<file path="src/rtl/axis_iic_pkg.sv">
// Shared definitions for the AXI-Stream I2C target.
//   iic_state_t : protocol FSM states
//   SDA_ACK     : SDA level for acknowledge (line pulled low)
//   SDA_NACK    : SDA level for not-acknowledge / released line
package axis_iic_pkg;

  typedef enum logic [2:0] {
    IDLE,
    ADDR,
    ADDR_ACK,
    WR_DATA,
    WR_ACK,
    RD_DATA,
    RD_ACK,
    IGNORE
  } iic_state_t;

  localparam logic SDA_ACK  = 1'b0;
  localparam logic SDA_NACK = 1'b1;

endpackage

</file>
<file path="src/rtl/iic_line_filter.sv">
// Input conditioning for one I2C line: 2-flop synchronizer followed by a
// glitch filter. The filtered level only changes after FILTER_LEN consecutive
// synchronized samples disagree with it (latency 2+FILTER_LEN cycles).
//   clk, reset : clock, asynchronous active-high reset (line idles high)
//   line_i     : raw line level
//   line_o     : synchronized, filtered line level
module iic_line_filter #(
  parameter int unsigned FILTER_LEN = 4
) (
  input  logic clk,
  input  logic reset,
  input  logic line_i,
  output logic line_o
);

  logic       sync_1;
  logic       sync_2;
  logic [3:0] cnt;

  always_ff @(posedge clk or posedge reset) begin
    if (reset) begin
      sync_1 <= 1'b1;
      sync_2 <= 1'b1;
      line_o <= 1'b1;
      cnt    <= '0;
    end else begin
      sync_1 <= line_i;
      sync_2 <= sync_1;
      if (sync_2 != line_o) begin
        if (cnt == 4'(FILTER_LEN - 1)) begin
          line_o <= sync_2;
          cnt    <= '0;
        end else begin
          cnt <= cnt + 4'd1;
        end
      end else begin
        cnt <= '0;
      end
    end
  end

endmodule

</file>
<file path="src/rtl/axis_iic_target.sv">
// I2C target bridging bus writes to an AXI-Stream master port and bus reads
// from an AXI-Stream slave port. No clock stretching.
//   clk, reset          : clock, asynchronous active-high reset
//   scl_i, sda_i        : raw bus line levels
//   scl_t, sda_t        : tristate controls (1 = released, 0 = drive low)
//   m_axis_*            : write bytes from the bus master, tuser = {addr, 0}
//   s_axis_*            : bytes returned on bus reads
//   err_overflow        : pulse when a write byte is NACKed for lack of space
//   err_underrun        : pulse when a read finds no s_axis data (0xFF sent)
module axis_iic_target #(
  parameter logic [6:0]  DEVICE_ADDR = 7'h50,
  parameter int unsigned FILTER_LEN  = 4
) (
  input  logic       clk,
  input  logic       reset,
  input  logic       scl_i,
  input  logic       sda_i,
  output logic       scl_t,
  output logic       sda_t,
  output logic [7:0] m_axis_tdata,
  output logic [7:0] m_axis_tuser,
  output logic       m_axis_tvalid,
  input  logic       m_axis_tready,
  output logic       m_axis_tlast,
  input  logic [7:0] s_axis_tdata,
  input  logic       s_axis_tvalid,
  output logic       s_axis_tready,
  output logic       err_overflow,
  output logic       err_underrun
);

  import axis_iic_pkg::*;

  iic_state_t state;
  logic       scl_f, sda_f, scl_d, sda_d;
  logic       scl_rise, scl_fall, start_det, stop_det;
  logic [2:0] bit_cnt;
  logic       byte_done;
  logic [7:0] shreg;
  logic [7:0] txreg;
  logic [7:0] tx_byte;
  logic       rw;
  logic       mack;
  logic [7:0] pend_data;
  logic       pend_valid;
  logic       flush;
  logic       m_free;
  logic       tx_load;
  logic       wr_done;
  logic       flush_push;

  assign scl_t = 1'b1;

  iic_line_filter #(.FILTER_LEN(FILTER_LEN)) u_scl_filter (
    .clk    (clk),
    .reset  (reset),
    .line_i (scl_i),
    .line_o (scl_f)
  );

  iic_line_filter #(.FILTER_LEN(FILTER_LEN)) u_sda_filter (
    .clk    (clk),
    .reset  (reset),
    .line_i (sda_i),
    .line_o (sda_f)
  );

  always_comb begin
    scl_rise   = scl_f & ~scl_d;
    scl_fall   = ~scl_f & scl_d;
    start_det  = scl_f & scl_d & sda_d & ~sda_f;
    stop_det   = scl_f & scl_d & ~sda_d & sda_f;
    m_free     = ~m_axis_tvalid | m_axis_tready;
    // The first bit of a read byte goes out on the SCL fall that leaves the
    // ACK slot, so the s_axis word is accepted in that same cycle.
    tx_load    = scl_fall & (((state == ADDR_ACK) & rw) |
                             ((state == RD_ACK) & (mack == SDA_ACK)));
    s_axis_tready = tx_load & s_axis_tvalid;
    tx_byte    = s_axis_tvalid ? s_axis_tdata : 8'hFF;
    wr_done    = (state == WR_DATA) & scl_fall & byte_done;
    flush_push = flush & pend_valid & m_free & ~wr_done;
  end

  always_ff @(posedge clk or posedge reset) begin
    if (reset) begin
      state         <= IDLE;
      scl_d         <= 1'b1;
      sda_d         <= 1'b1;
      bit_cnt       <= 3'd7;
      byte_done     <= 1'b0;
      shreg         <= '0;
      txreg         <= '1;
      rw            <= 1'b0;
      mack          <= SDA_NACK;
      sda_t         <= SDA_NACK;
      pend_data     <= '0;
      pend_valid    <= 1'b0;
      flush         <= 1'b0;
      m_axis_tdata  <= '0;
      m_axis_tuser  <= '0;
      m_axis_tvalid <= 1'b0;
      m_axis_tlast  <= 1'b0;
      err_overflow  <= 1'b0;
      err_underrun  <= 1'b0;
    end else begin
      scl_d        <= scl_f;
      sda_d        <= sda_f;
      err_overflow <= 1'b0;
      err_underrun <= 1'b0;

      if (m_axis_tvalid && m_axis_tready) m_axis_tvalid <= 1'b0;

      if (start_det || stop_det) begin
        state     <= start_det ? ADDR : IDLE;
        bit_cnt   <= 3'd7;
        byte_done <= 1'b0;
        sda_t     <= SDA_NACK;
        if (pend_valid) flush <= 1'b1;
      end else begin
        unique case (state)
          IDLE: ;

          ADDR: begin
            if (scl_rise) begin
              shreg <= {shreg[6:0], sda_f};
              if (bit_cnt == 3'd0) byte_done <= 1'b1;
              else bit_cnt <= bit_cnt - 3'd1;
            end else if (scl_fall && byte_done) begin
              byte_done <= 1'b0;
              bit_cnt   <= 3'd7;
              if (shreg[7:1] == DEVICE_ADDR) begin
                state <= ADDR_ACK;
                sda_t <= SDA_ACK;
                rw    <= shreg[0];
              end else begin
                state <= IGNORE;
              end
            end
          end

          ADDR_ACK: begin
            if (scl_fall) begin
              if (rw) begin
                state        <= RD_DATA;
                sda_t        <= tx_byte[7];
                txreg        <= {tx_byte[6:0], 1'b1};
                err_underrun <= ~s_axis_tvalid;
              end else begin
                state <= WR_DATA;
                sda_t <= SDA_NACK;
              end
            end
          end

          WR_DATA: begin
            if (scl_rise) begin
              shreg <= {shreg[6:0], sda_f};
              if (bit_cnt == 3'd0) byte_done <= 1'b1;
              else bit_cnt <= bit_cnt - 3'd1;
            end else if (wr_done) begin
              byte_done <= 1'b0;
              bit_cnt   <= 3'd7;
              // A new byte can only be held if the previous one moves to the
              // output register now; a stale flush marks it as the last one.
              if (!pend_valid || m_free) begin
                state      <= WR_ACK;
                sda_t      <= SDA_ACK;
                pend_data  <= shreg;
                pend_valid <= 1'b1;
                flush      <= 1'b0;
                if (pend_valid) begin
                  m_axis_tdata  <= pend_data;
                  m_axis_tuser  <= {DEVICE_ADDR, 1'b0};
                  m_axis_tlast  <= flush;
                  m_axis_tvalid <= 1'b1;
                end
              end else begin
                state        <= IGNORE;
                err_overflow <= 1'b1;
              end
            end
          end

          WR_ACK: begin
            if (scl_fall) begin
              state <= WR_DATA;
              sda_t <= SDA_NACK;
            end
          end

          RD_DATA: begin
            if (scl_rise) begin
              if (bit_cnt == 3'd0) byte_done <= 1'b1;
              else bit_cnt <= bit_cnt - 3'd1;
            end else if (scl_fall) begin
              if (byte_done) begin
                byte_done <= 1'b0;
                bit_cnt   <= 3'd7;
                state     <= RD_ACK;
                sda_t     <= SDA_NACK;
              end else begin
                sda_t <= txreg[7];
                txreg <= {txreg[6:0], 1'b1};
              end
            end
          end

          RD_ACK: begin
            if (scl_rise) begin
              mack <= sda_f;
            end else if (scl_fall) begin
              if (mack == SDA_ACK) begin
                state        <= RD_DATA;
                sda_t        <= tx_byte[7];
                txreg        <= {tx_byte[6:0], 1'b1};
                err_underrun <= ~s_axis_tvalid;
              end else begin
                state <= IGNORE;
                sda_t <= SDA_NACK;
              end
            end
          end

          IGNORE: ;

          default: state <= IDLE;
        endcase
      end

      // Held byte closing a transfer goes out as soon as the output is free.
      if (flush_push) begin
        m_axis_tdata  <= pend_data;
        m_axis_tuser  <= {DEVICE_ADDR, 1'b0};
        m_axis_tlast  <= 1'b1;
        m_axis_tvalid <= 1'b1;
        pend_valid    <= 1'b0;
        flush         <= 1'b0;
      end
    end
  end

endmodule

</file>
<file path="config.mk">
export PLATFORM = sky130hd
export DESIGN_NAME = axis_iic_target
export DESIGN_NICKNAME = d
export VERILOG_FILES = /design/src/rtl/axis_iic_pkg.sv /design/src/rtl/iic_line_filter.sv /design/src/rtl/axis_iic_target.sv
export SDC_FILE = /design/constraint.sdc
export NUM_CORES = 1
export LEC_CHECK = 0
export CORE_AREA = 2 2 77 79
export DETAILED_ROUTE_END_ITERATION = 7
export DIE_AREA = 0 0 79 81
export PLACE_DENSITY = 0.82
export SYNTH_ARGS = -nofsm -noshare
export SYNTH_HDL_FRONTEND = slang
export SYNTH_SLANG_ARGS = --single-unit
</file>
<file path="constraint.sdc">
create_clock -name clk -period 3.5 [get_ports clk]
set_input_delay 0.35 -clock clk [delete_from_list [all_inputs] [get_ports clk]]
set_output_delay 0.35 -clock clk [all_outputs]
set_load 0.02 [all_outputs]
</file>
== After elaboration in Yosys (flattened, before gate mapping) ==
Cells that the tools add are included.
Widths: inputs -> output; s select.

* Output and inout port bits: 23
* Register bits: 72
* Logic and storage cells: 248

* Equality and inequality tests: 40
* Reductions and logical operators: 31
* Muxes and demuxes: 119
* Bitwise logic cells: 28
* Add/sub/neg operators: 3

{| class="wikitable"
|+ Operator list
! cell !! count
|-
| $mux 8 || 23
|-
| $mux 3 || 23
|-
| $mux 1 || 61
|-
| $reduce_and 5->1 || 5
|-
| $ne 3x3->1 const B || 8
|-
| $pmux 8 s3 || 1
|-
| $ne 2x2->1 const B || 9
|-
| $pmux 3 s6 || 1
|-
| $and 1x1->1 || 16
|-
| $mux 4 || 4
|-
| $ne 3x2->1 const B || 5
|-
| $reduce_and 13->1 || 1
|-
| $ne 4x4->1 const B || 3
|-
| $reduce_and 12->1 || 1
|-
| $reduce_bool 3->1 || 4
|-
| $not 1->1 || 10
|-
| $reduce_and 10->1 || 1
|-
| $eq 3x3->1 const B || 3
|-
| $pmux 3 s3 || 1
|-
| $add 4x1->4 const B || 2
|-
| $eq 4x2->1 const B || 2
|-
| $reduce_bool 2->1 || 4
|-
| $eq 7x7->1 const B || 1
|-
| $reduce_bool 7->1 || 1
|-
| 22 further kinds || 31
|}

== Logic depth before layout (Yosys ltp) ==
* Word-level depth: 9
* Depth in mapped cells: 9
* Mapped depth without buffers: 7

== Cells and area by module ==
From an unflattened synthesis, not the netlist that was laid out.

* Cell total of the unflattened synthesis: 289
* Area total of the unflattened synthesis: 3220.6 µm²

{| class="wikitable"
|+ By module, submodules not included
! module !! cells an instance !! seq. area each (µm²) !! times used !! area an instance (µm²)
|-
| axis_iic_target || 247 || 1268.7 || 1 || 2635.0
|-
| iic_line_filter || 21 || 178.9 || 2 || 292.8
|}

== Worst setup path before layout ==
Ideal clock, no wire load.

* Kind: register to register
* Start: register u_scl_filter.line_o
* End: register m_axis_tdata[0]
* Cell stages (with the launch flop): 10
* Clock period less this slack: 2.187 ns
* Data arrival time: 2.062 ns
* Buffers on the path: 2
* Setup slack: 1.313 ns
* Cell sequence: dfstp_2 -> inv_1 -> ha_1 -> buf_2 -> nand2_1 -> nor4_2 -> and3_1 -> buf_6 -> o21ai_4 -> mux2_4

* Word-level cells in the longest chain between the ends: 8

{| class="wikitable"
|+ Ends and longest elaborated chain
! element !! RTL line !! source
|-
| start, declared || iic_line_filter.sv:13 || <nowiki>output logic line_o</nowiki>
|-
| start signal, assigned || iic_line_filter.sv:31 || <nowiki>line_o <= sync_2;</nowiki>
|-
| $not 1->1 || axis_iic_target.sv:70 || <nowiki>scl_fall = ~scl_f & scl_d;</nowiki>
|-
| $and 1x1->1 || axis_iic_target.sv:70 ||
|-
| $and 1x1->1 (2 in series) || axis_iic_target.sv:80 || <nowiki>wr_done = (state == WR_DATA) & scl_fall & byte_done;</nowiki>
|-
| $not 1->1 || axis_iic_target.sv:81 || <nowiki>flush_push = flush & pend_valid & m_free & ~wr_done;</nowiki>
|-
| $and 1x1->1 || axis_iic_target.sv:81 ||
|-
| $ne 2x2->1 (no line) (tied with other cells) || - ||
|-
| $reduce_and 6->1 (no line) || - ||
|-
| end signal, assigned || axis_iic_target.sv:172 || <nowiki>m_axis_tdata <= pend_data;</nowiki>
|-
| end signal, assigned || axis_iic_target.sv:232 || <nowiki>m_axis_tdata <= pend_data;</nowiki>
|-
| end, declared || axis_iic_target.sv:20 || <nowiki>output logic [7:0] m_axis_tdata,</nowiki>
|}

Several ways; a longest one is shown, not always the timed one.
A chain may end at the register's enable or synchronous reset.

== Worst setup path in the final report ==
* Start: register state[2]
* End: output port s_axis_tready

* Word-level cells in the longest chain between the ends: 5

{| class="wikitable"
|+ Ends and longest elaborated chain
! element !! RTL line !! source
|-
| start, declared || axis_iic_target.sv:34 || <nowiki>iic_state_t state;</nowiki>
|-
| start signal, assigned || axis_iic_target.sv:114 || <nowiki>state <= start_det ? ADDR : IDLE;</nowiki>
|-
| $eq 3x2->1 / $eq 3x3->1 (equally long branches) || axis_iic_target.sv:76, axis_iic_target.sv:77 ||
|-
| $and 1x1->1, on equally long branches || axis_iic_target.sv:76, axis_iic_target.sv:77 ||
|-
| $or 1x1->1 (*) || axis_iic_target.sv:76 || <nowiki>tx_load = scl_fall & (((state == ADDR_ACK) & rw) |</nowiki>
|-
| $and 1x1->1 (*) || axis_iic_target.sv:76 ||
|-
| $and 1x1->1 (*) || axis_iic_target.sv:78 || <nowiki>s_axis_tready = tx_load & s_axis_tvalid;</nowiki>
|-
| end, declared || axis_iic_target.sv:27 || <nowiki>output logic s_axis_tready,</nowiki>
|}

Every way passes the cells marked *; elsewhere a longest branch is shown, timed or not.

==> metrics.yaml <==
critical_path:
  cp-startpoint: "state[2]$_DFFE_PP0P_"
  timing.critical_path.fanout_max: 24
  criticalPathCategory: "flip-flop to output port"
  worst_setup_path_end_kind: "output port"
  worst_path_max_delay_cell: "sky130_fd_sc_hd__dfrtp_1"
  cp_data_arrival_time_ns: 2.42
  start_kind: "flip-flop"
  critical-path-top-delay-family: "flip-flops"
  worstReg2RegStart: "scl_d$_DFF_PP1_"
  worstPathBufferInverterCount: 1
  worstPathCellList: "nand2b_1 > nand2_1 > and3_1 > and2_1 > clkdlybuf4s50_1"
  required_ns: 3.15
  crit_path_max_incr_delay_ns: 0.78
floorplan:
  y_dimension_of_the_die_microns: 81
  io_pins: 37
  die_width_microns: 79
  initial_utilization_pct: 56.6
  fp.coreArea_sq_um: 5680
  number_of_cell_rows: 28
  design.die.area_sq_um: 6400
synth:
  largest_family_of_logic_cells_by_synthesized_area: "simple AND/OR/NAND/NOR gates"
  warnings_from_yosys: 0
  muxShareOfSynthArea_pct: 13.7
  synth-seq-area-share_pct: 50.7
  yosys.cell_types.count: 57
  post_synth_xor_area_fraction_pct: 1.87
  synth_compound_area_share_pct: 9.47
  postSynth.asyncResetShare_pct: 100
  postSynthRegisterBits: 64
  post_synth_simple_gate_area_pct: 15.8
  netlist_area_sq_um: 3210
  synth_area_per_cell_sq_um: 11.6
  synth_ff_type: "sky130_fd_sc_hd__dfrtp_1"
  synth_enable_flop_cells: 0
  post_synth_inst_count: 277
  post_synth_fa_ha_maj_area_fraction_pct: 2.73
global_route:
  pin_count_of_the_biggest_net_entering_global_routing: 27
  grt.total_usage_pct: 19.5
  antenna_found_initial: 0
  grt_pass1_wl_mm: 9.49
  first_global_vias: 2078
  overflow: 0
cells_and_area:
  drive_above_1_share_pct: 26.6
  antenna_cells_inserted: 0
  area_of_the_multi_input_gates_sq_um: 1420
  final_net_count: 324
  ff_latch_area_sq_um: 1630
  fillers: 446
  final_cell_area_sq_um: 3730
  synthToLayoutAreaGrowth_pct: 16.3
pwr:
  ir_drop_mv: 0.351
  total_leakage_power_uw: 0.00170
  power_per_cell_area_nw_per_um2: 697
clocking:
  postCtsSetupRepairBufs: 0
  post_cts_resize_count: 0
  cts.sinks: 64
  ctsRootBufferMaster: "sky130_fd_sc_hd__clkbuf_8"
  cts.hold.buffers_added: 0
  clock_tree.htree_level_count: 3
  cts_buffer_depth: 2
  clk_transition_reported_paths_ns: 0.08
  cts_tree: "built"
  worstSkewPairLatency_ns: 0.34
  numCtsBuffers: 9
sta:
  tightestPinTransition_ns: 0.886
  report.final.setup_viol: 0
  max_freq_mhz: 361
  post-route-period-util_pct: 79.1
  relative_slew_slack_pct: 40.1
  fin_crit_ns: 2.77
  tns_ns: 0
  skew_ns: 0.00773
  report.final.slew_viol_count: 0
  final-hold-violation-count: 0
  rsz0062_at_grt: "no"
  finalWorstSetupSlack_ns: 0.732
route:
  router_iterations_before_antenna_repair: 4
  final_wl_mm: 5.48
  final_antenna_net_count: 0
  routed_wire_length_per_instance_microns: 14.3
  drc: 0
  drt_first_iter_violations: 102
  vias_per_cell: 5.57
  routed-via-count: 2134
place:
  postPlaceCellArea_sq_um: 3510
  gp_congestion: 0.817
  place.port_buffers: 29
  dpl.hpwl_mm: 3.80
  post-place-ws_ns: 1.00
run_status:
  run_status: "complete, no violations"
hold_path:
  timing.hold.worst.class: "primary input to asynchronous set/reset pin"
run:
  max-cap-violations: 0
[cell usage in the layout (no fill, tap or decap), drive strengths merged, types with 5 or more instances in the layout]
cell           netlist  final
nor3                 8      8
nand3b               8      8
nand2b               7      7
ha                   7      7
nor2b                6      6
a21oi                8      8
clkdlybuf4s50        0     29
nand2               10     10
a31oi                8      8
nor2                16     16
nor3b                6      6
and3                 5      5
mux2                36     36
o21ai                9      9
dfstp               20     20
dfrtp               44     44
nand3                5      5
inv                 13     14
clkbuf               6     10
conb                 2      7
[state kept, by name (all words and copies together) (netlist names), 3 cells and up]
name and flops:
m_axis_tdata 8, state 3, u_scl_filter.cnt 4, u_sda_filter.cnt 4
bit_cnt 3, pend_data 8, shreg 8, txreg 7
[report_power, final]
part | internal (uW) | switching [uW]
clock | 424 | 298
combinational | 354 | 348
sequential | 968 | 212
[cell type report]
class | count | area share [%]
Multi-Input combinational cell | 183 | 38.1
Timing Repair Buffer | 32 | 8.38
Tap cell | 75 | 2.51
Clock buffer | 10 | 3.69
Inverter | 13 | 1.31
Clock inverter | 6 | 2.45
Sequential cell | 64 | 43.6
[metrics by stage]
| stage | util [%] | instances | hold slack (ns) | power [uW] |
|---|---|---|---|---|
| floorplan | - | 282 | 0.345 | 1730 |
| global placement | 61.8 | 367 | 0.346 | 1850 |
| detailed placement | 61.8 | 367 | 0.347 | 1890 |
| CTS | 65.8 | 383 | 0.338 | 2620 |
| global route | 65.8 | 383 | 0.356 | 2780 |
| finish | 65.8 | 383 | 0.335 | 2600 |
[path summary, 6_finish.rpt]
kind / endpoint / slack [ns] / depth (start not counted)
min in group clk: u_scl_filter.sync_2$_DFF_PP1_ / 0.35 / 0
max in group asynchronous: flush$_DFFE_PP0P_ / 2.47 / 3
max reg2reg: m_axis_tdata[0]$_DFFE_PP0P_ / 1.01 / 6
max: s_axis_tready / 0.73 / 5
min reg2reg: u_scl_filter.sync_2$_DFF_PP1_ / 0.35 / 0
min: shreg[6]$_DFFE_PP0P_ / 0.34 / 2
[logic make-up (layout without fill, tap and decap cells)]
kind of cell | Yosys count | after routing
other | 2 | 7
multiplexers | 36 | 36
AND/OR/NAND/NOR | 85 | 85
XOR/XNOR | 6 | 6
buffers and inverters | 35 | 61
adder cells (fa/ha/maj) | 7 | 7
flip-flops | 64 | 64
AO/OA/AOI/OAI | 42 | 42
[per-layer routing]
metal	up-vias	global-route usage, %	wire length (microns)
li1	1017	-	-
met1	1044	25.1	2540
met2	58	29.9	2530
met3	15	5.22	250
met4	0	11.0	161
met5	-	0	0
[Yosys cell counts, types with 5 or more instances]
library cell	count	area, sq um
sky130_fd_sc_hd__dfrtp_1	44	1100
sky130_fd_sc_hd__mux2_2	25	282
sky130_fd_sc_hd__dfstp_2	20	526
sky130_fd_sc_hd__nor2_1	15	56.3
sky130_fd_sc_hd__inv_1	13	48.8
sky130_fd_sc_hd__nand2_1	10	37.5
sky130_fd_sc_hd__buf_4	9	67.6
sky130_fd_sc_hd__mux2_4	9	135
sky130_fd_sc_hd__a21oi_1	8	40.0
sky130_fd_sc_hd__a31oi_1	8	50.1
sky130_fd_sc_hd__nand3b_1	8	60.1
sky130_fd_sc_hd__ha_1	7	87.6
sky130_fd_sc_hd__nand2b_1	7	43.8
sky130_fd_sc_hd__nor3_1	7	35.0
sky130_fd_sc_hd__o21ai_0	7	35.0
sky130_fd_sc_hd__clkbuf_1	6	22.5
sky130_fd_sc_hd__nor2b_1	6	37.5
sky130_fd_sc_hd__nor3b_1	6	45.0
sky130_fd_sc_hd__and3_1	5	31.3
sky130_fd_sc_hd__buf_2	5	25.0
sky130_fd_sc_hd__nand3_1	5	25.0
Note: power is estimated with default switching activity, not from simulation.
